==> src/rtl/rs_hs_pipeline_pkg.sv <==
// Shared definitions for the pipelined FIFO-handshake relay chain:
// storage style encodings, physical depth sizing and pointer wrap helper.
package rs_hs_pipeline_pkg;

  localparam int MEM_STYLE_LUT = 0;
  localparam int MEM_STYLE_REG = 1;

  // Physical entries: producer-visible depth, grace margin, plus a small slack.
  function automatic int real_depth(input int depth, input int grace);
    return grace + depth + 32'sd4;
  endfunction

  // Pointer increment that wraps at an arbitrary (non power-of-two) limit.
  function automatic int unsigned next_ptr(input int unsigned ptr, input int unsigned limit);
    int unsigned nxt;
    if (ptr == limit - 32'd1) begin
      nxt = 32'd0;
    end else begin
      nxt = ptr + 32'd1;
    end
    return nxt;
  endfunction

endpackage

==> src/rtl/rs_hs_pipeline_tail_mem.sv <==
// Storage array for the relay-chain tail FIFO: one synchronous write port,
// one asynchronous read port; MEM_STYLE picks the ram_style attribute.
module rs_hs_pipeline_tail_mem
  import rs_hs_pipeline_pkg::*;
#(
  parameter int DATA_WIDTH = 32,
  parameter int REAL_DEPTH = 33,
  parameter int ADDR_WIDTH = 6,
  parameter int MEM_STYLE  = MEM_STYLE_LUT
) (
  input  logic                  clk,
  input  logic                  we,
  input  logic [ADDR_WIDTH-1:0] waddr,
  input  logic [DATA_WIDTH-1:0] wdata,
  input  logic [ADDR_WIDTH-1:0] raddr,
  output logic [DATA_WIDTH-1:0] rdata
);

  if (MEM_STYLE == MEM_STYLE_REG) begin : g_reg
    (* ram_style = "registers" *) logic [DATA_WIDTH-1:0] mem [REAL_DEPTH];

    // Write port
    always_ff @(posedge clk) begin
      if (we) begin
        mem[waddr] <= wdata;
      end
    end

    assign rdata = mem[raddr];
  end else begin : g_lut
    (* ram_style = "distributed" *) logic [DATA_WIDTH-1:0] mem [REAL_DEPTH];

    // Write port
    always_ff @(posedge clk) begin
      if (we) begin
        mem[waddr] <= wdata;
      end
    end

    assign rdata = mem[raddr];
  end

endmodule

==> src/rtl/rs_hs_pipeline_tail_fifo.sv <==
// Tail stage of the relay chain: circular buffer whose if_full_n drops
// GRACE_PERIOD entries early so in-flight words are still absorbed losslessly.
module rs_hs_pipeline_tail_fifo
  import rs_hs_pipeline_pkg::*;
#(
  parameter int DATA_WIDTH   = 32,
  parameter int DEPTH        = 24,
  parameter int GRACE_PERIOD = 5,
  parameter int MEM_STYLE    = MEM_STYLE_LUT,
  parameter int REAL_DEPTH   = real_depth(DEPTH, GRACE_PERIOD),
  parameter int ADDR_WIDTH   = $clog2(REAL_DEPTH),
  parameter int COUNT_WIDTH  = $clog2(REAL_DEPTH + 1),
  parameter int FULL_THRESH  = REAL_DEPTH - GRACE_PERIOD
) (
  input  logic                   clk,
  input  logic                   reset,
  input  logic                   if_write,
  input  logic [DATA_WIDTH-1:0]  if_din,
  output logic                   if_full_n,
  input  logic                   if_read,
  output logic [DATA_WIDTH-1:0]  if_dout,
  output logic                   if_empty_n,
  output logic [COUNT_WIDTH-1:0] occupancy,
  output logic                   overflow
);

  if ((GRACE_PERIOD >= REAL_DEPTH) || (DEPTH < 1)) begin : g_param_err
    $error("rs_hs_pipeline_tail_fifo: need GRACE_PERIOD < REAL_DEPTH and DEPTH >= 1");
  end

  localparam logic [COUNT_WIDTH-1:0] CNT_ZERO   = {COUNT_WIDTH{1'b0}};
  localparam logic [COUNT_WIDTH-1:0] CNT_ONE    = COUNT_WIDTH'(1);
  localparam logic [COUNT_WIDTH-1:0] CNT_FULL   = COUNT_WIDTH'(REAL_DEPTH);
  localparam logic [COUNT_WIDTH-1:0] CNT_THRESH = COUNT_WIDTH'(FULL_THRESH);

  logic [ADDR_WIDTH-1:0]  wr_ptr_q, wr_ptr_d;
  logic [ADDR_WIDTH-1:0]  rd_ptr_q, rd_ptr_d;
  logic [COUNT_WIDTH-1:0] count_q, count_d;
  logic                   full_n_q, full_n_d;
  logic                   empty_n_q, empty_n_d;
  logic                   overflow_q, overflow_d;
  logic                   rd_en;
  logic                   wr_en;

  // Next-state: if_full_n is intentionally absent from wr_en; only physical space gates writes.
  always_comb begin
    rd_en    = if_read & (count_q != CNT_ZERO);
    wr_en    = if_write & ((count_q != CNT_FULL) | rd_en);
    count_d  = count_q;
    wr_ptr_d = wr_ptr_q;
    rd_ptr_d = rd_ptr_q;

    case ({wr_en, rd_en})
      2'b10:   count_d = count_q + CNT_ONE;
      2'b01:   count_d = count_q - CNT_ONE;
      default: count_d = count_q;
    endcase

    if (wr_en) begin
      wr_ptr_d = ADDR_WIDTH'(next_ptr(32'(wr_ptr_q), unsigned'(REAL_DEPTH)));
    end else begin
      wr_ptr_d = wr_ptr_q;
    end

    if (rd_en) begin
      rd_ptr_d = ADDR_WIDTH'(next_ptr(32'(rd_ptr_q), unsigned'(REAL_DEPTH)));
    end else begin
      rd_ptr_d = rd_ptr_q;
    end

    full_n_d   = (count_d < CNT_THRESH);
    empty_n_d  = (count_d != CNT_ZERO);
    overflow_d = overflow_q | (if_write & ~wr_en);
  end

  // State registers with synchronous reset
  always_ff @(posedge clk) begin
    if (reset) begin
      wr_ptr_q   <= {ADDR_WIDTH{1'b0}};
      rd_ptr_q   <= {ADDR_WIDTH{1'b0}};
      count_q    <= CNT_ZERO;
      full_n_q   <= 1'b1;
      empty_n_q  <= 1'b0;
      overflow_q <= 1'b0;
    end else begin
      wr_ptr_q   <= wr_ptr_d;
      rd_ptr_q   <= rd_ptr_d;
      count_q    <= count_d;
      full_n_q   <= full_n_d;
      empty_n_q  <= empty_n_d;
      overflow_q <= overflow_d;
    end
  end

  rs_hs_pipeline_tail_mem #(
    .DATA_WIDTH(DATA_WIDTH),
    .REAL_DEPTH(REAL_DEPTH),
    .ADDR_WIDTH(ADDR_WIDTH),
    .MEM_STYLE (MEM_STYLE)
  ) u_mem (
    .clk  (clk),
    .we   (wr_en & ~reset),
    .waddr(wr_ptr_q),
    .wdata(if_din),
    .raddr(rd_ptr_q),
    .rdata(if_dout)
  );

  assign if_full_n  = full_n_q;
  assign if_empty_n = empty_n_q;
  assign occupancy  = count_q;
  assign overflow   = overflow_q;

endmodule

==> config.mk <==
export PLATFORM = sky130hd
export DESIGN_NAME = rs_hs_pipeline_tail_fifo
export DESIGN_NICKNAME = d
export VERILOG_FILES = /design/src/rtl/rs_hs_pipeline_pkg.sv /design/src/rtl/rs_hs_pipeline_tail_mem.sv /design/src/rtl/rs_hs_pipeline_tail_fifo.sv
export SDC_FILE = /design/constraint.sdc
export NUM_CORES = 1
export LEC_CHECK = 0
export CORE_ASPECT_RATIO = 1.75
export CORE_UTILIZATION = 25
export DETAILED_ROUTE_END_ITERATION = 16
export PLACE_DENSITY = 0.39
export SYNTH_ARGS = -nofsm -noshare
export SYNTH_HDL_FRONTEND = slang
export SYNTH_SLANG_ARGS = --single-unit
export TNS_END_PERCENT = 5
==> constraint.sdc <==
create_clock -name clk -period 5.1 [get_ports clk]
set_input_delay 0.51 -clock clk [delete_from_list [all_inputs] [get_ports clk]]
set_output_delay 0.51 -clock clk [all_outputs]
set_load 0.05 [all_outputs]
# --- Word-level counts from Yosys, hierarchy flattened ---
# Memory sizes are Yosys's and may differ from the RTL's. A register that Yosys moved wholly into a read port is not among the register bits.
# Index checks and enable logic that the tools add are counted.
totals:
  latch_bits: 0
  n_memories: 1
  regBits: 21
  mem_bits_rw: 1056
  output_inout_bits: 41
  romBits: 0
  word_cells: 34
mem_list:
  columns: ["memory", "words", "width", "read_ports", "rd_ports_with_merged_regs", "write_ports", "line", "text"]
  rows:
  - ["u_mem.g_lut.mem", 33, 32, 1, 1, 1, "rs_hs_pipeline_tail_mem.sv:31", "(* ram_style = \"distributed\" *) logic [DATA_WIDTH-1:0] mem [REAL_DEPTH];"]
classes:
  n_addsub: 4
  reduce_logical: 2
  n_div: 0
  n_mul: 0
  n_eq_ne: 5
  magnitude_cmp: 1
  muxes: 7
  bitwise_logic: 8
  shifts: 0
ops:
  columns: ["cell", "count"]
  rows:
  - ["$mux W6", 4]
  - ["$add A6 B1 Y6 const B", 3]
  - ["$eq A6 B6 Y1 const B", 2]
  - ["$pmux W6 S2", 1]
  - ["$reduce_bool A6 Y1", 2]
  - ["$lt A6 B5 Y1 const B", 1]
  - ["$ne A6 B6 Y1 const B", 1]
  - ["$sub A6 B1 Y6 const B", 1]
  - ["$and A1 B1 Y1", 4]
  - ["$eq A2 B1 Y1 const B", 1]
  - ["$eq A2 B2 Y1 const B", 1]
  - ["$mux W1", 2]
  - ["$not A1 Y1", 2]
  - ["$or A1 B1 Y1", 2]

# --- Longest topological paths before layout ---
# Gate-level depths: netlist of the first run.
depth:
  ltp_word: 7
  depth_mapped: 13

# --- Modules after synthesis ---
# Synthesis of the first run repeated with hierarchy kept, for this count alone.
hier_totals:
  hier_cells: 2315
  hier_area_um2: 42331.8
by_module_without_submodules:
  columns: ["mod", "seq_area_each_um2", "cells_per_inst", "area_each_um2", "instances"]
  rows:
  - ["rs_hs_pipeline_tail_mem", 31710.4, 2175, 41135.7, 1]
  - ["rs_hs_pipeline_tail_fifo", 420.4, 140, 1196.1, 1]

# --- Worst setup path after synthesis of the first run ---
# No wires, ideal clock.
synth_path:
  path_type: "flip-flop to flip-flop"
  start: "reg count_q[2], in the netlist occupancy[2]"
  end: "mem u_mem.g_lut.mem[32][0], enable pin"
  stages_incl_launch_ff: 7
  required_ns: 4.639
  n_path_buf: 1
  setup_slack_ns: 1.061
  setup_time_ns: 0.461
  arrival_ns: 3.578
  cell_sequence: "dfxtp_1 or4_1 buf_2 nor3_1 nor2b_1 nand3_1 nor3_1"
synth_via:
  elab_chain_cells: 7
synth_lines:
  columns: ["element", "line", "text"]
  rows:
  - ["from (decl)", "rs_hs_pipeline_tail_fifo.sv:38", "logic [COUNT_WIDTH-1:0] count_q, count_d;"]
  - ["from (signal assigned)", "rs_hs_pipeline_tail_fifo.sv:88", "count_q <= count_d;"]
  - ["$reduce_bool A6 Y1", "rs_hs_pipeline_tail_fifo.sv:47", "rd_en = if_read & (count_q != CNT_ZERO);"]
  - ["$and A1 B1 Y1", "rs_hs_pipeline_tail_fifo.sv:47", null]
  - ["$or A1 B1 Y1 (*)", "rs_hs_pipeline_tail_fifo.sv:48", "wr_en = if_write & ((count_q != CNT_FULL) | rd_en);"]
  - ["$and A1 B1 Y1 (*)", "rs_hs_pipeline_tail_fifo.sv:48", null]
  - ["$and A1 B1 Y1 (*)", "rs_hs_pipeline_tail_fifo.sv:102", ".we (wr_en & ~reset),"]
  - ["$mux W1 (*)", "rs_hs_pipeline_tail_mem.sv:35", "if (we) begin"]
  - ["$mux W1 (implied by the code) (*)", "rs_hs_pipeline_tail_mem.sv:36", "mem[waddr] <= wdata;"]
  - ["to (decl)", "rs_hs_pipeline_tail_mem.sv:31", null]
# Mark *: on every way between the ends. The rest lies on a longest branch, timed or not.

==> summary.md, run 1 <==
| Metric | Value |
|---|---|
| Vias post-DR | `20000` |
| Maximum clock frequency | `207 MHz` |
| Detail Route Antenna Nets | `0` |
| Port Buf Inserts | `76` |
| Worst EP required | `4.59 ns` |
| Number of enable flip-flop cells after synthesis | `1056` |
| Max_slew headroom | `14.0%` |
| Std cell rows | `196` |
| Unrepaired setup endpoints after global routing | `no` |
| Kind of start point of the critical path | `register` |
| Syn-to-layout area delta | `19.4%` |
| Flop pwr share | `44.6%` |
| Final Hold Fails | `0` |
| Top cells by area in the synthesized netlist | `sky130_fd_sc_hd__edfxtp_1 77%, sky130_fd_sc_hd__mux4_2 14%, sky130_fd_sc_hd__a22oi_1 2.3%` |
| Clock latency on the worst-skew pair | `0.71 ns` |
| Path class of the lowest-slack min-delay path | `register to register` |
| Area of the placeable core | `0.163 mm^2` |
| Die height | `538 um` |
| Fraction of the core area covered by cells at the end of the flow | `30.1%` |
| Cell Count, Final, Fillers Out | `4355` |
| Synthesized netlist net count | `1940` |
| Finish-stage setup viols | `0` |
| Total count of max-transition violations in the final report | `0` |
| Clock tree from TritonCTS | `done` |
| Cells along the critical path | `buf_16, buf_4, mux4_2, a22oi_1, nand2_1, a21oi_1, o21ai_0, buf_4, clkdlybuf4s50_1` |
| CTS root buffer | `sky130_fd_sc_hd__clkbuf_16` |
| Register bit count reported by yosys | `1083` |
| FF-to-FF setup slack | `1.34 ns` |
| Total clock buffers created by CTS | `103` |
| Max VDD drop | `0.000379 V` |
| Ys async rst share | `0%` |
| Final critical-path setup slack | `0.261 ns` |
| Fill cells | `15800` |
| Gate power share | `19.4%` |
| Crit Path Max Fanout | `34` |
| Number of DRC markers in iteration 0 | `1562` |
| Crit. End Element | `primary output` |
| Tcrit/Tclk final | `94.9%` |
| Vias in the first global route | `21700` |
| Sum of negative setup slack | `0 ns` |
| Number of placed I/O pins | `77` |
| Proportion of total power due to net switching | `26.7%` |
| Endpoint of the worst-slack reg-to-reg timing path | `u_mem.g_lut.mem[15][20]` |
| Cell internal power dissipation | `16.4 mW` |
| Leakage power | `14.7 nW` |
| Leading cell types by count after synthesis | `1056 x sky130_fd_sc_hd__edfxtp_1, 256 x sky130_fd_sc_hd__mux4_2, 128 x sky130_fd_sc_hd__a22oi_1` |
| Global route overflow | `0` |
| Wire length of the first global-routing pass | `175000 um` |
| H-Tree Level Count | `3` |
| Mean post-synth cell area | `21.7 um^2` |
| Ys flop type | `sky130_fd_sc_hd__edfxtp_1` |
| Share of power burned in the clock network | `36.0%` |
| Length in cells of the worst reg-to-reg path | `6` |
| CP endpoint | `if_dout[0]` |
| Post-synthesis sequential area ratio | `78.5%` |
| Slowest stage delay, CP | `0.74 ns` |
| WL final | `127000 um` |
| Clock-pin slew on the worst setup and hold paths | `0.07 ns` |
| Critical register-to-register path startpoint | `occupancy[2]` |
| Vias per inst | `4.59` |
| Max-capacitance violation count | `0` |
| Number of antenna violations at the first check in global routing | `5` |
| Total placed instance area | `0.0455 mm^2` |
| Count of unresolved DRC violations after routing | `0` |
| Half-perimeter wire length after placement | `68700 um` |
| Worst clock skew | `0.0278 ns` |
| Crit. path cell count | `9` |
| Detailed-route wire length per cell | `29.1 um` |
| WP buf/inv | `4` |
| Inst Count DP | `4162` |
| Final layout net count | `2135` |
| Worst setup timing slack at the placement stage | `0.572 ns` |
| Count of clock tree sinks | `1083` |
| Count of different cell masters after synthesis | `38` |
| Cells after synthesis | `1895` |
| Portion of synthesized cell area occupied by the leading cell type | `77.2%` |
| RD Place Congestion | `0.725` |
| Final instance area | `0.0490 mm^2` |
| Global-route total usage across every layer | `15.3%` |
| Initial cell density of the core | `25.2%` |
| Switching component of the power | `5.96 mW` |
| Maximum number of pins on one net before global-route repair | `66` |
| Warnings from Yosys | `0` |
| Total power density per cell area | `456 mW/mm^2` |
| Least-Margin Pin Slew | `1.29 ns` |
| Fin crit period | `4.84 ns` |
| Die span in x | `308 um` |
| Library cell with the largest summed area after synthesis | `sky130_fd_sc_hd__edfxtp_1` |
| Status | `completed` |
| Most instantiated library cell after synthesis | `sky130_fd_sc_hd__edfxtp_1` |
| Library cell contributing the largest single delay on the critical path | `sky130_fd_sc_hd__dfxtp_4` |
| Data arrival time at the worst-slack endpoint | `4.33 ns` |
| Setup CP Type | `register to primary output` |
| Most common cell type on the critical path | `sky130_fd_sc_hd__buf_4` |
| Max Root-Sink Buffers | `3` |
| First drt pass iteration count | `5` |
| Area of the die | `0.166 mm^2` |
| Top cell family by delay on the critical path | `buffers and inverters` |
| Post-Synthesis Cell Area | `0.0411 mm^2` |
| Fraction of final layout cells sized beyond drive strength 1 | `26.3%` |
-- how the worst min path moves through the flow --
stage,from,end,slack (ns),cells after the start
floorplan,wr_ptr_q[1],wr_ptr_q[1],0.50,2
global placement,overflow,overflow,0.46,2
detailed placement,overflow,overflow,0.46,2
CTS,if_write,overflow,0.48,3
global route,overflow,overflow,0.54,2
finish,overflow,overflow,0.49,2
-- per-stage QoR --
stage               hold WS [ns]  power [mW]
floorplan                  0.496        13.0
global placement           0.462        14.6
detailed placement         0.459        14.6
CTS                        0.483        22.7
global route               0.545        23.2
finish                     0.488        22.4
-- power groups by stage --
stage,clock network [mW],logic (mW),registers [mW]
after floorplan,0,2.87,10.2
after CTS,8.27,4.45,10.0
after detailed placement,0,4.43,10.2
after global routing,8.54,4.69,9.99
after global placement,0,4.41,10.2
final,8.05,4.35,9.98
-- kinds of logic after synthesis --
family / Yosys count / share of synthesized area (%)
xor+xnor: 14 / 0.299
buf+inv: 117 / 1.17
fa+ha+maj: 9 / 0.292
flops: 1083 / 78.5
simple gates: 167 / 1.70
compound gates: 244 / 3.84
mux: 261 / 14.2
-- cell type report --
class                   count  area (um^2)  share of cell area, %
clock buffers             116         2650                   5.40
repair buffers            194         1920                   3.91
flip-flops and latches   1083        32300                   65.8
multi-input cells         695         8610                   17.6
well taps                2178         2730                   5.56
inverters                  13         48.8                 0.0995
diodes                      2         5.00                 0.0102
clock inverters            74          833                   1.70
-- worst register-to-register path, stage by stage, from the launching register on --
cell                       delay (ns)
sky130_fd_sc_hd__dfxtp_1         0.36
sky130_fd_sc_hd__or4_1           0.62
sky130_fd_sc_hd__o31ai_1         0.91
sky130_fd_sc_hd__nor3_1          0.22
sky130_fd_sc_hd__nand3b_1        0.72
sky130_fd_sc_hd__nor2_4          0.32
sky130_fd_sc_hd__buf_12          0.27
-- layer usage --
metal	routed length, um	vias up	GRT usage, %
li1	-	8353	-
met1	49300	11000	17.8
met2	69800	461	28.8
met3	4620	160	2.31
met4	2950	0	4.23
met5	0	-	0
-- flip-flops by register name, indices dropped and copies added, names as in the netlist, named ones only --
signal           cells
u_mem.g_lut.mem   1056
occupancy            6
rd_ptr_q             6
wr_ptr_q             6
if_empty_n           1
if_full_n            1
overflow             1
-- placed cells by master, fill, tap and decap left out, types with 32 or more instances in the layout --
master	Yosys	final
sky130_fd_sc_hd__edfxtp_1	1056	1056
sky130_fd_sc_hd__mux4_2	256	256
sky130_fd_sc_hd__a22oi_1	128	128
sky130_fd_sc_hd__clkbuf_16	0	104
sky130_fd_sc_hd__buf_4	0	97
sky130_fd_sc_hd__clkdlybuf4s50_1	0	75
sky130_fd_sc_hd__nand2_1	73	73
sky130_fd_sc_hd__a21oi_1	70	70
sky130_fd_sc_hd__nor2_4	0	33
sky130_fd_sc_hd__o21ai_0	33	32
-- timing repair --
action                                  4_1_cts  5_1_grt
resized for setup                             3        0
hold buffers                                  0        0
endpoints found under the setup margin        3        1
buffers inserted                              0        1
Power figures use the tool's default switching activity.
==> run 2, diff against run 1 <==
- CORE_UTILIZATION: 25 -> 30
- PLACE_DENSITY: 0.39 -> 0.44
==> summary.md, run 2 (synthesized netlist as in run 1, its figures left out) <==
| Metric | Value |
|---|---|
| Syn-to-layout area delta | `18.0%` |
| Flop pwr share | `45.3%` |
| Share of power burned in the clock network | `35.5%` |
| Unrepaired setup endpoints after global routing | `no` |
| Total count of max-transition violations in the final report | `0` |
| Post-layout power | `22.0 mW` |
| Proportion of total power due to net switching | `26.4%` |
| Crit. End Element | `primary output` |
| Global-route total usage across every layer | `17.3%` |
| Max VDD drop | `0.000317 V` |
| Area of the die | `0.138 mm^2` |
| Tcrit/Tclk final | `94.6%` |
| Clock latency on the worst-skew pair | `0.71 ns` |
| Status | `completed` |
| Path class of the lowest-slack min-delay path | `register to register` |
| Cell internal power dissipation | `16.2 mW` |
| Half-perimeter wire length after placement | `66400 um` |
| Area of the placeable core | `0.136 mm^2` |
| Number of DRC markers in iteration 0 | `1565` |
| Detailed-route wire length per cell | `29.7 um` |
| Final Hold Fails | `0` |
| Max Root-Sink Buffers | `3` |
| Most common library cell in the layout ignoring fill and taps | `sky130_fd_sc_hd__edfxtp_1` |
| Vias post-DR | `19900` |
| Startpoint of the most critical hold path | `overflow` |
| Length in cells of the worst reg-to-reg path | `11` |
| Number of placed I/O pins | `77` |
| Total placed instance area | `0.0451 mm^2` |
| Endpoint of the worst-slack reg-to-reg timing path | `if_full_n` |
| Switching component of the power | `5.81 mW` |
| Fin crit period | `4.82 ns` |
| Vias in the first global route | `21600` |
| GR Util met2 | `31.5%` |
| Die span in x | `282 um` |
| Maximum clock frequency | `207 MHz` |
| Wire length of the first global-routing pass | `167000 um` |
| Gate power share | `19.3%` |
| Met3 Usage GRT | `2.10%` |
| Worst EP required | `4.59 ns` |
| Setup Buffers After CTS | `0` |
| Std cell rows | `179` |
| Global-route layer with the greatest usage | `met2` |
| Max_slew headroom | `18.2%` |
| Fraction of final layout cells sized beyond drive strength 1 | `25.6%` |
| Initial cell density of the core | `30.2%` |
| Fill cells | `12500` |
| Maximum number of pins on one net before global-route repair | `85` |
| Vias per inst | `5.02` |
| Final layout net count | `2118` |
| Data arrival time at the worst-slack endpoint | `4.31 ns` |
| FF-to-FF setup slack | `1.52 ns` |
| Leakage power | `14.6 nW` |
| Kind of start point of the critical path | `register` |
| Area taken by multi-input logic gates | `0.00861 mm^2` |
| Hold endpoint | `overflow` |
| Total power density per cell area | `454 mW/mm^2` |
| WL final | `118000 um` |
| Clock tree from TritonCTS | `done` |
| Count of unresolved DRC violations after routing | `0` |
| Count of clock tree sinks | `1083` |
| Sum of negative setup slack | `0 ns` |
| CTS root buffer | `sky130_fd_sc_hd__clkbuf_16` |
| First drt pass iteration count | `6` |
| Final hold slack | `0.484 ns` |
| Max-capacitance violation count | `0` |
| Met1 routing resource usage after global routing | `21.4%` |
| Detail Route Antenna Nets | `0` |
| Area occupied by registers | `0.0323 mm^2` |
| Quantity of gates resized following cts | `0` |
| H-Tree Level Count | `3` |
| Clock-pin slew on the worst setup and hold paths | `0.07 ns` |
| Worst clock skew | `0.0400 ns` |
| Worst hold path depth | `2` |
| Finish-stage setup viols | `0` |
| Final instance area | `0.0484 mm^2` |
| CTS hold repair buffers | `0` |
| RD Place Congestion | `0.739` |
| Critical register-to-register path startpoint | `occupancy[1]` |
| Crit Path Max Fanout | `12` |
| Port Buf Inserts | `76` |
| Total clock buffers created by CTS | `100` |
| Least-Margin Pin Slew | `1.22 ns` |
| Global route overflow | `0` |
| Number of antenna violations at the first check in global routing | `5` |
| Register with the highest flop count | `u_mem.g_lut.mem` |
| Die height | `491 um` |
| Number of flip-flops under the largest register name | `1056` |
| Commonest non-fill, non-tap cells in the layout | `1056 x sky130_fd_sc_hd__edfxtp_1, 256 x sky130_fd_sc_hd__mux4_2, 128 x sky130_fd_sc_hd__a22oi_1, 100 x sky130_fd_sc_hd__clkbuf_16, 78 x sky130_fd_sc_hd__buf_4` |
| Fraction of the core area covered by cells at the end of the flow | `35.6%` |
| Setup CP Type | `register to primary output` |
==> run 2: cell types whose count changed in the layout (fill, tap and decap cells not counted), moves of 6 or more <==
cell	change
sky130_fd_sc_hd__buf_12	+6
sky130_fd_sc_hd__clkinv_2	+7
sky130_fd_sc_hd__clkbuf_1	+10
sky130_fd_sc_hd__clkinv_1	-9
sky130_fd_sc_hd__buf_4	-19
==> run 2: worst max path at each step <==
| stage | startpoint | end | slack, ns | cells after the start |
|---|---|---|---|---|
| floorplan | occupancy[2] | u_mem.g_lut.mem[32][0] | 1.06 | 6 |
| global placement | register | if_dout[11] | 0.74 | 8 |
| detailed placement | register | if_dout[11] | 0.86 | 8 |
| CTS | register | if_dout[11] | 0.04 | 8 |
| global route | register | if_dout[11] | 0.07 | 8 |
| finish | register | if_dout[10] | 0.28 | 7 |
==> run 2: worst max-delay path, stage by stage, from the launching register on <==
cell and delay, ns:
sky130_fd_sc_hd__dfxtp_1 0.46, sky130_fd_sc_hd__nor2b_4 0.65, sky130_fd_sc_hd__buf_4 0.39, sky130_fd_sc_hd__a22oi_1 0.16, sky130_fd_sc_hd__a21oi_1 0.15, sky130_fd_sc_hd__a21oi_1 0.12
sky130_fd_sc_hd__o21ai_0 0.64, sky130_fd_sc_hd__clkdlybuf4s50_1 1.02
==> run 2: per-layer routing <==
metal,part of all wire [%],up-vias
li1,-,8313
met4,2.3,2
met2,54,476
met3,3.4,148
met5,0.0076,-
met1,40,11000
==> run 2: power by group through the flow <==
stage | logic (mW) | clock network, mW | registers [mW]
detailed placement | 4.36 | 0 | 10.2
floorplan | 2.87 | 0 | 10.2
finish | 4.24 | 7.80 | 9.96
CTS | 4.38 | 8.01 | 9.96
global placement | 4.34 | 0 | 10.2
global route | 4.56 | 8.30 | 9.97
==> run 2: final cells by class <==
class / count / area share [%]
repair buffers: 180 / 3.85
inverters: 13 / 0.101
flip-flops and latches: 1083 / 66.6
multi-input cells: 695 / 17.8
diodes: 2 / 0.0103
well taps: 1810 / 4.68
clock buffers: 122 / 5.34
clock inverters: 64 / 1.65
==> run 2: stage by stage <==
step                std cells  worst slack (ns)
floorplan                1895              1.06
global placement         3781             0.739
detailed placement       3781             0.864
CTS                      3967            0.0416
global route             3969            0.0670
finish                   3969             0.275
==> run 3, diff against run 2 <==
- CTS_CLUSTER_DIAMETER: unset -> 50
- MAX_ROUTING_LAYER: unset -> met4
==> summary.md, run 3 (synthesized netlist as in run 1, its figures left out) <==
| Metric | Value |
|---|---|
| Vias post-DR | `19900` |
| Crit. End Element | `primary output` |
| CTS hold repair buffers | `0` |
| Global route overflow | `0` |
| Top cell family by delay on the critical path | `buffers and inverters` |
| Vias in the first global route | `21600` |
| Most common library cell in the layout ignoring fill and taps | `sky130_fd_sc_hd__edfxtp_1` |
| First drt pass iteration count | `5` |
| Unrepaired setup endpoints after global routing | `no` |
| Path class of the lowest-slack min-delay path | `register to register` |
| Final instance area | `0.0485 mm^2` |
| Max Root-Sink Buffers | `3` |
| Data arrival time at the worst-slack endpoint | `4.22 ns` |
| Tcrit/Tclk final | `92.8%` |
| Count of clock tree sinks | `1083` |
| WP buf/inv | `3` |
| Final Hold Fails | `0` |
| WL final | `118000 um` |
| Total count of max-transition violations in the final report | `0` |
| Fraction of final layout cells sized beyond drive strength 1 | `25.5%` |
| Length in cells of the worst reg-to-reg path | `11` |
| Crit. path cell count | `8` |
| Fraction of the core area covered by cells at the end of the flow | `35.7%` |
| Max_slew headroom | `17.0%` |
| Library cell contributing the largest single delay on the critical path | `sky130_fd_sc_hd__clkdlybuf4s50_1` |
| Max-capacitance violation count | `0` |
| Fin crit period | `4.73 ns` |
| Total power density per cell area | `456 mW/mm^2` |
| CTS root buffer | `sky130_fd_sc_hd__clkbuf_16` |
| Number of placed I/O pins | `77` |
| Total placed instance area | `0.0451 mm^2` |
| Maximum clock frequency | `211 MHz` |
| Kind of start point of the critical path | `register` |
| H-Tree Level Count | `3` |
| Area of the placeable core | `0.136 mm^2` |
| Crit Path Max Fanout | `21` |
| Clock-pin slew on the worst setup and hold paths | `0.07 ns` |
| Max VDD drop | `0.000463 V` |
| Worst clock skew | `0.0260 ns` |
| Maximum number of pins on one net before global-route repair | `85` |
| Fill cells | `12500` |
| Vias per inst | `5.01` |
| Final layout net count | `2121` |
| Global-route total usage across every layer | `17.8%` |
| Startpoint of the most critical hold path | `overflow` |
| Port Buf Inserts | `76` |
| FF-to-FF setup slack | `1.54 ns` |
| Syn-to-layout area delta | `18.2%` |
| Quantity of gates resized following cts | `0` |
| Critical register-to-register path startpoint | `occupancy[1]` |
| Die height | `491 um` |
| Detailed-route wire length per cell | `29.7 um` |
| Initial cell density of the core | `30.2%` |
| Die span in x | `282 um` |
| Clock tree from TritonCTS | `done` |
| Hold endpoint | `overflow` |
| Worst EP required | `4.59 ns` |
| Setup Buffers After CTS | `0` |
| Cells along the critical path | `buf_12, buf_4, mux4_2, a22oi_1, a21oi_1, a21oi_1, o21ai_0, clkdlybuf4s50_1` |
| Std cell rows | `179` |
| Status | `completed` |
| Register with the highest flop count | `u_mem.g_lut.mem` |
| Worst hold path depth | `2` |
| Cell Count, Final, Fillers Out | `3974` |
| Area of the die | `0.138 mm^2` |
| Least-Margin Pin Slew | `1.24 ns` |
| Leakage power | `14.7 nW` |
| Wire length of the first global-routing pass | `167000 um` |
| Sum of negative setup slack | `0 ns` |
| Slowest stage delay, CP | `0.86 ns` |
| Clock latency on the worst-skew pair | `0.71 ns` |
| Count of unresolved DRC violations after routing | `0` |
| Inst Count DP | `3781` |
| Most common cell type on the critical path | `sky130_fd_sc_hd__a21oi_1` |
| Number of flip-flops under the largest register name | `1056` |
| Detail Route Antenna Nets | `0` |
| Total clock buffers created by CTS | `103` |
| Number of antenna violations at the first check in global routing | `5` |
| RD Place Congestion | `0.748` |
| Commonest non-fill, non-tap cells in the layout | `1056 x sky130_fd_sc_hd__edfxtp_1, 256 x sky130_fd_sc_hd__mux4_2, 128 x sky130_fd_sc_hd__a22oi_1, 106 x sky130_fd_sc_hd__clkbuf_16, 78 x sky130_fd_sc_hd__buf_4` |
| Setup CP Type | `register to primary output` |
| Endpoint of the worst-slack reg-to-reg timing path | `if_full_n` |
| Half-perimeter wire length after placement | `66400 um` |
| Finish-stage setup viols | `0` |
| Number of DRC markers in iteration 0 | `1722` |
==> run 3: final cells by class <==
cell class | count | area [um^2] | share of cell area (%)
sequential | 1083 | 32300 | 66.5
inverter | 13 | 48.8 | 0.101
timing repair buffer | 180 | 1870 | 3.85
clock buffer | 127 | 2740 | 5.65
antenna | 3 | 7.51 | 0.0155
multi-input combinational | 695 | 8610 | 17.7
clock inverter | 63 | 737 | 1.52
tap | 1810 | 2260 | 4.67
==> run 3: worst max path at each step <==
| stage | startpoint | to | slack [ns] |
|---|---|---|---|
| 6_report | register | if_dout[10] | 0.37 |
| 3_3_place_gp | register | if_dout[11] | 0.74 |
| 5_1_grt | register | if_dout[11] | 0.08 |
| 3_5_place_dp | register | if_dout[11] | 0.86 |
| 4_1_cts | register | if_dout[11] | 0.06 |
| 2_1_floorplan | occupancy[2] | u_mem.g_lut.mem[32][0] | 1.06 |
==> run 3: worst reg2reg max path, stage by stage, from the launching register on <==
cell	delay, ns
sky130_fd_sc_hd__dfxtp_1	0.35
sky130_fd_sc_hd__or4_1	0.65
sky130_fd_sc_hd__o31a_1	0.48
sky130_fd_sc_hd__nand2b_1	0.20
sky130_fd_sc_hd__inv_1	0.11
sky130_fd_sc_hd__ha_1	0.29
sky130_fd_sc_hd__a211oi_1	0.33
sky130_fd_sc_hd__o21bai_1	0.12
sky130_fd_sc_hd__a21oi_1	0.18
sky130_fd_sc_hd__mux2i_1	0.26
sky130_fd_sc_hd__mux2i_1	0.34
sky130_fd_sc_hd__o31a_1	0.19
==> run 3: power by group <==
group / total [mW] / internal [mW] / switching [mW] / leakage, nW
Combinational: 4.25 / 1.94 / 2.31 / 3.25
Sequential: 9.96 / 9.85 / 0.116 / 9.72
Clock: 7.92 / 4.54 / 3.37 / 1.70
Total: 22.1 / 16.3 / 5.80 / 14.7
==> run 3: metal layers <==
layer	track usage (%)	vias to the layer above	routed length, um
li1	-	8324	-
met4	4.70	0	2670
met5	-	-	0
met3	2.19	139	3890
met2	31.4	444	63600
met1	21.4	11000	47900
==> run 3: stage by stage <==
stage / worst slack (ns) / hold slack, ns / power, mW
6_report: 0.367 / 0.486 / 22.1
5_1_grt: 0.0784 / 0.531 / 22.9
4_1_cts: 0.0591 / 0.485 / 22.5
3_5_place_dp: 0.864 / 0.474 / 14.5
3_3_place_gp: 0.739 / 0.467 / 14.5
2_1_floorplan: 1.06 / 0.496 / 13.0
